## src/rtl/keyboard_buffer.sv

```systemverilog
// -----------------------------------------------------------------------------
// keyboard_buffer
// Turns keyboard press/release events into the CPU's keyboard memory-map word.
//   BUFFERED = 0 (live):   out shows the currently held key, 0 when none.
//   BUFFERED = 1 (queued): presses are queued in a DEPTH-entry FIFO; out shows
//                          the oldest queued code and rd_en consumes it.
// Ports:
//   clk          single clock, rising edge
//   rst_n        synchronous active-low reset
//   key_valid    key event present this cycle
//   key_ready    block accepts the event this cycle
//   key_code     key code of the event (WIDTH bits)
//   key_release  1 = release event, 0 = press event
//   rd_en        consume current out value (queued mode only)
//   clr_ovf      clear the sticky overflow flag
//   out          keyboard word, 0 = no key (WIDTH bits)
//   count        entries queued, always 0 in live mode
//   overflow     sticky: a nonzero press was dropped because the FIFO was full
// -----------------------------------------------------------------------------
module keyboard_buffer #(
   parameter int WIDTH    = 16,
   parameter int DEPTH    = 8,
   parameter bit BUFFERED = 1'b0
) (
   input  logic                     clk,
   input  logic                     rst_n,
   input  logic                     key_valid,
   output logic                     key_ready,
   input  logic [WIDTH-1:0]         key_code,
   input  logic                     key_release,
   input  logic                     rd_en,
   input  logic                     clr_ovf,
   output logic [WIDTH-1:0]         out,
   output logic [$clog2(DEPTH):0]   count,
   output logic                     overflow
);

   localparam int PW = $clog2(DEPTH);
   localparam int CW = PW + 1;
   localparam logic [CW-1:0] FULL = CW'(DEPTH);

   typedef enum logic {IDLE = 1'b0, HELD = 1'b1} state_t;

   state_t            state_r;
   logic [WIDTH-1:0]  held_r;
   logic [WIDTH-1:0]  mem_r [DEPTH];
   logic [PW-1:0]     wr_ptr_r;
   logic [PW-1:0]     rd_ptr_r;
   logic [CW-1:0]     count_r;
   logic              ready_r;
   logic [WIDTH-1:0]  out_r;
   logic              overflow_r;

   logic              accept_s;
   logic              press_s;
   logic              push_s;
   logic              pop_s;
   logic              ovf_set_s;
   logic [PW-1:0]     rd_next_s;
   logic [CW-1:0]     count_next_s;
   logic [WIDTH-1:0]  head_next_s;
   state_t            state_next_s;
   logic [WIDTH-1:0]  held_next_s;

   assign key_ready = ready_r;
   assign out       = out_r;
   assign count     = count_r;
   assign overflow  = overflow_r;

   // Next-state decode shared by both modes; mode gating is done with BUFFERED.
   always_comb begin
      accept_s  = key_valid & ready_r;
      // Zero-code presses are accepted but treated as no event at all.
      press_s   = accept_s & ~key_release & (key_code != {WIDTH{1'b0}});
      push_s    = BUFFERED & press_s;
      pop_s     = BUFFERED & rd_en & (count_r != {CW{1'b0}});
      ovf_set_s = BUFFERED & key_valid & ~ready_r & ~key_release &
                  (key_code != {WIDTH{1'b0}});

      if (pop_s) begin
         rd_next_s = rd_ptr_r + PW'(1);
      end else begin
         rd_next_s = rd_ptr_r;
      end

      if (push_s && !pop_s) begin
         count_next_s = count_r + CW'(1);
      end else if (pop_s && !push_s) begin
         count_next_s = count_r - CW'(1);
      end else begin
         count_next_s = count_r;
      end

      // The next head may be the entry being written this very edge (FIFO
      // empty, or one entry being popped while another is pushed), so
      // forward key_code instead of reading stale storage.
      if (push_s && (wr_ptr_r == rd_next_s)) begin
         head_next_s = key_code;
      end else begin
         head_next_s = mem_r[rd_next_s];
      end

      state_next_s = state_r;
      held_next_s  = held_r;
      if (press_s) begin
         state_next_s = HELD;
         held_next_s  = key_code;
      end else if (accept_s && key_release && (state_r == HELD) &&
                   (key_code == held_r)) begin
         state_next_s = IDLE;
      end else begin
         state_next_s = state_r;
      end
   end

   // Control state: live-mode FSM or queued-mode pointers/count, plus outputs.
   always_ff @(posedge clk) begin
      if (!rst_n) begin
         state_r    <= IDLE;
         held_r     <= {WIDTH{1'b0}};
         wr_ptr_r   <= {PW{1'b0}};
         rd_ptr_r   <= {PW{1'b0}};
         count_r    <= {CW{1'b0}};
         ready_r    <= 1'b1;
         out_r      <= {WIDTH{1'b0}};
         overflow_r <= 1'b0;
      end else if (!BUFFERED) begin
         state_r    <= state_next_s;
         held_r     <= held_next_s;
         ready_r    <= 1'b1;
         count_r    <= {CW{1'b0}};
         overflow_r <= 1'b0;
         out_r      <= (state_next_s == HELD) ? held_next_s : {WIDTH{1'b0}};
      end else begin
         if (push_s) begin
            wr_ptr_r <= wr_ptr_r + PW'(1);
         end else begin
            wr_ptr_r <= wr_ptr_r;
         end
         rd_ptr_r <= rd_next_s;
         count_r  <= count_next_s;
         // Ready is a registered view of "not full" for the coming cycle, so a
         // pop at full frees the slot without raising ready in that same cycle.
         ready_r  <= (count_next_s != FULL);
         out_r    <= (count_next_s != {CW{1'b0}}) ? head_next_s : {WIDTH{1'b0}};
         if (ovf_set_s) begin
            overflow_r <= 1'b1;
         end else if (clr_ovf) begin
            overflow_r <= 1'b0;
         end else begin
            overflow_r <= overflow_r;
         end
      end
   end

   // FIFO storage; deliberately not reset, out is masked to 0 while empty.
   always_ff @(posedge clk) begin
      if (rst_n && push_s) begin
         mem_r[wr_ptr_r] <= key_code;
      end
   end

endmodule

```

## config.mk

```make
export PLATFORM = sky130hd
export DESIGN_NAME = keyboard_buffer
export DESIGN_NICKNAME = d
export VERILOG_FILES = /design/src/rtl/keyboard_buffer.sv
export SDC_FILE = /design/constraint.sdc
export NUM_CORES = 1
export LEC_CHECK = 0
export CORE_MARGIN = 1
export CORE_UTILIZATION = 42
export DETAILED_ROUTE_END_ITERATION = 10
export PLACE_DENSITY = 0.75
export SYNTH_ARGS = -nofsm -noshare
export SYNTH_HDL_FRONTEND = slang
export SYNTH_SLANG_ARGS = --single-unit
```

## constraint.sdc

```tcl
create_clock -name clk -period 1.8 [get_ports clk]
set_input_delay 0.36 -clock clk [delete_from_list [all_inputs] [get_ports clk]]
set_output_delay 0.36 -clock clk [all_outputs]
set_load 0.1 [all_outputs]
```

**Yosys cells after proc, flatten, opt, wreduce, memory -nomap -nowiden**

Cells that the tools add are included.

- Register bits: 33
- Input port bits: 22
- Output and inout port bits: 22
- Word-level logic and storage cells: 15

- Equal/unequal tests: 1
- Multiplexer cells: 3
- Bitwise operators: 3
- Reductions and logical operators: 5

Operators by type and width:

| operator | number |
|---|---|
| 16-bit == test | 1 |
| 16-bit two-way mux | 1 |
| 16-bit nonzero test | 1 |
| 1-bit logical AND | 3 |
| 1-bit bitwise AND | 2 |
| 1-bit two-way mux | 2 |
| 2-bit AND reduction | 1 |
| 1-bit inverter | 1 |

**Longest topological paths before layout**

- Depth after elaboration: 6
- Depth in mapped cells: 5
- Mapped depth without buffers: 4

**Least setup slack after synthesis**

Ideal clock, no wire load.

- Path kind: input-to-reg
- Start: in key_code[13]
- End: reg out_r[0] (netlist: out[0])
- Setup time: 0.103 ns
- Arrival time: 1.596 ns
- Required time: 1.697 ns
- Path slack: 0.100 ns
- Stages on the path: 5
- Path buffers: 1
- Cell sequence: nor4_2 a41oi_4 buf_12 mux2i_1 a2111oi_2

- Cells in the longest elaborated chain, start to end: 5
- Elaborated cells between the ends (all ways): 8
- Those cells by class: eq/ne: 1; mux: 3; bitwise: 1; reduce/logical: 3

Ends and longest elaborated chain:

| what | RTL line | source |
|---|---|---|
| from (decl) | 29 | `input logic [WIDTH-1:0] key_code,` |
| 16-bit == test | 109 | `(key_code == held_r)) begin` |
| 1-bit logical AND | 108 | `end else if (accept_s && key_release && (state_r == HELD) &&` |
| 1-bit two-way mux | 108 |  |
| 1-bit two-way mux | 105 | `if (press_s) begin` |
| 2-bit AND reduction (no source line) | -- |  |
| to (signal assigned) | 125 | `out_r <= {WIDTH{1'b0}};` |
| to (signal assigned) | 133 | `out_r <= (state_next_s == HELD) ? held_next_s : {WIDTH{1'b0}};` |
| to (signal assigned) | 145 | `out_r <= (count_next_s != {CW{1'b0}}) ? head_next_s : {WIDTH{1'b0}};` |
| to (decl) | 51 | `logic [WIDTH-1:0] out_r;` |

Several ways; a longest one is shown, not always the timed one.
A chain may end at the register's enable or synchronous reset.

**Final worst setup path**

- Start: in key_code[1]
- End: reg out_r[14] (netlist: out[14])

Same word-level chain as after synthesis.

==> impl_metrics.json <==
{
  "routed_via_density": 5.153,
  "syn2layout_area_growth_pct": 62.60,
  "die_x_um": 61.54,
  "cts_hold_repair.buffers": 0,
  "crit_top_cell": "buf_4",
  "drt-total-wl_um": 3391,
  "synth_area_per_cell_sq_um": 11.63,
  "critPathMaxStageDelay_ns": 0.32,
  "num_vias": 1216,
  "cts_sinks": 33,
  "wl_per_cell_um": 14.37,
  "cts_tree": "yes",
  "cts_buffers": 5,
  "cts_setup_buffers": 0,
  "utilization_pct": 71.99,
  "grt_max_degree": 34,
  "critPathRequiredTime_ns": 2.03,
  "io_buffers": 35,
  "synth_seq_cells": 33,
  "place_ws_ns": -0.5120,
  "cap_violations": 0,
  "grt_first_pass_wirelength_um": 5306,
  "crit_type": "input pin to register",
  "drc": 0,
  "synth_area_sq_um": 1489,
  "hp-start": "key_code[13]",
  "crit_path_start": "key_code[1]",
  "rows": 21,
  "max_freq_ghz": 0.5753,
  "grt-ovfl-total": 0,
  "htreeDepth": 2,
  "p_leak_nw": 0.9018,
  "maxSlewViolCount": 0,
  "multiInputGateArea_sq_um": 842.1,
  "worst-path-buf-inv": 3,
  "hold_ws_ns": 0.5226,
  "endpoint_kind": "register",
  "ctsRootBufferMaster": "clkbuf_4",
  "regArea_sq_um": 660.6,
  "finalNetCount": 211,
  "worst_ep_arrival_time_ns": 1.97,
  "n_antenna_cell": 0,
  "ir_drop_mv": 0.4696,
  "clk-insertion-delay-late_ns": 0.33,
  "gp_congestion": 0.8420,
  "grtUsageTotal_pct": 19.70,
  "drt_iter0_drc": 26,
  "path_cells": "dlygate4sd2_1 > nor4_2 > buf_4 > a41oi_4 > buf_4 > mux2i_2 > a2111oi_4",
  "finalSetupTns_ns": 0,
  "die_h_um": 61.54,
  "die_area_sq_um": 3787,
  "synth-main-ff-cell": "dfxtp_1",
  "clkTransAtPathRegs_ns": 0.10,
  "antenna_left": 0,
  "power_density_nw_per_um2": 742.5,
  "synth-warning-count": 0,
  "status": "complete, no violations",
  "fillers": 235,
  "finalClockSkew_ns": 0.01331,
  "finalCritPeriodShare_pct": 96.58,
  "ys_seq_area_share_pct": 44.37,
  "setup_ws_ns": 0.06165,
  "finalSetupViolations": 0,
  "synth_edf_count": 0,
  "clock_path_buffers": 2,
  "cpMaxStageDelayCell": "nor4_2",
  "start_kind": "input pin",
  "antenna_found_initial": 0,
  "worstReg2RegStart": "held_r[14]",
  "synthArstFlopShare_pct": 0,
  "yosysUniqueCellTypes": 20,
  "finalHoldViolations": 0,
  "first_pass_iters": 4,
  "ios": 44,
  "initial_core_util_pct": 44.27,
  "synth_cells": 128,
  "core_sq_um": 3363,
  "grt_pass1_vias": 1201,
  "finalWorstPathRequiredPeriod_ns": 1.738,
  "drive_gt1_share_pct": 41.05,
  "critPathTopFamily": "buffers and inverters",
  "min_path_type": "input pin to register",
  "crit_fanout": 4,
  "dp_hpwl_um": 2525
}
[state kept, by name, indices dropped and copies added, names as in the netlist]
name	flops
state_r	1
held_r	16
out	16
[metrics by stage]
step | power, W | instances | area, sq um
2_1_floorplan | 0.001054 | 132 | 1504
3_3_place_gp | 0.001204 | 227 | 2218
3_5_place_dp | 0.001214 | 227 | 2218
4_1_cts | 0.001783 | 236 | 2341
5_1_grt | 0.001856 | 236 | 2421
6_report | 0.001798 | 236 | 2421
[cell type report]
| type | instances | share of cell area, % |
|---|---|---|
| flip-flops and latches | 33 | 27.29 |
| inverters | 1 | 0.1550 |
| clock buffers | 7 | 2.274 |
| clock inverters | 1 | 1.240 |
| well taps | 46 | 2.377 |
| repair buffers | 63 | 31.89 |
| multi-input cells | 85 | 34.78 |
[power by group]
| part | switching, W | internal (W) | total [W] |
|---|---|---|---|
| clock network | 0.000246 | 0.000332 | 0.000577 |
| registers | 0.0000214 | 0.000759 | 0.000781 |
| logic | 0.000265 | 0.000174 | 0.000439 |
[repair_timing]
item,4_1_cts,5_1_grt
resized for setup,14,18
gates cloned,1,0
setup endpoints to repair,15,15
pin swaps,8,6
[worst paths after layout]
kind	end	slack, ns	cells past startpoint
max	out[14]	0.06	7
min	held_r[13]	0.52	4
max reg2reg	out[4]	0.42	5
min reg2reg	held_r[5]	0.57	2
[cell usage after synthesis, types with 2 or more instances]
library cell | number | area share (%)
nor2_1 | 17 | 4.3
buf_4 | 7 | 3.5
nor4_2 | 4 | 3.4
xnor2_1 | 16 | 9.4
dfxtp_1 | 33 | 44
clkbuf_1 | 3 | 0.76
conb_1 | 2 | 0.50
nand3_1 | 2 | 0.67
mux2i_1 | 16 | 11
nand4_1 | 3 | 1.3
a2111oi_1 | 6 | 4.0
a2111oi_2 | 10 | 10
buf_2 | 2 | 0.67
[cell families after synthesis]
kind of cell	Yosys count	synth area share [%]
buffers and inverters	14	6.554
XOR/XNOR	16	9.411
AO/OA/AOI/OAI	18	16.47
AND/OR/NAND/NOR	29	11.93
flip-flops	33	44.37
other	2	0.5044
multiplexers	16	10.76
[worst reg2reg max path, cell delays in order (launching register included)]
cell       delay (ns)
dfxtp_1          0.39
xnor2_1          0.14
nand4_1          0.14
nor3_2           0.29
buf_4            0.23
a2111oi_4        0.08
[placed cells by master (no fill, tap or decap), types with 2 or more instances in the layout]
master,count
dfxtp_1,33
buf_4,22
buf_12,19
nor2_1,17
xnor2_1,16
mux2i_1,13
a2111oi_2,13
dlygate4sd2_1,8
conb_1,6
clkdlybuf4s50_1,6
clkbuf_4,5
dlymetal6s2s_1,5
nand4_1,3
mux2i_2,3
a2111oi_4,3
buf_6,3
nand3_1,2
nor4_2,2
nor4_4,2
[routing by layer]
layer	track usage, %	routed length, um
met5	0	0
met4	8.254	89
met3	5.882	198
met2	34.56	1824
met1	22.15	1279
(Power assumes the default switching activity.)
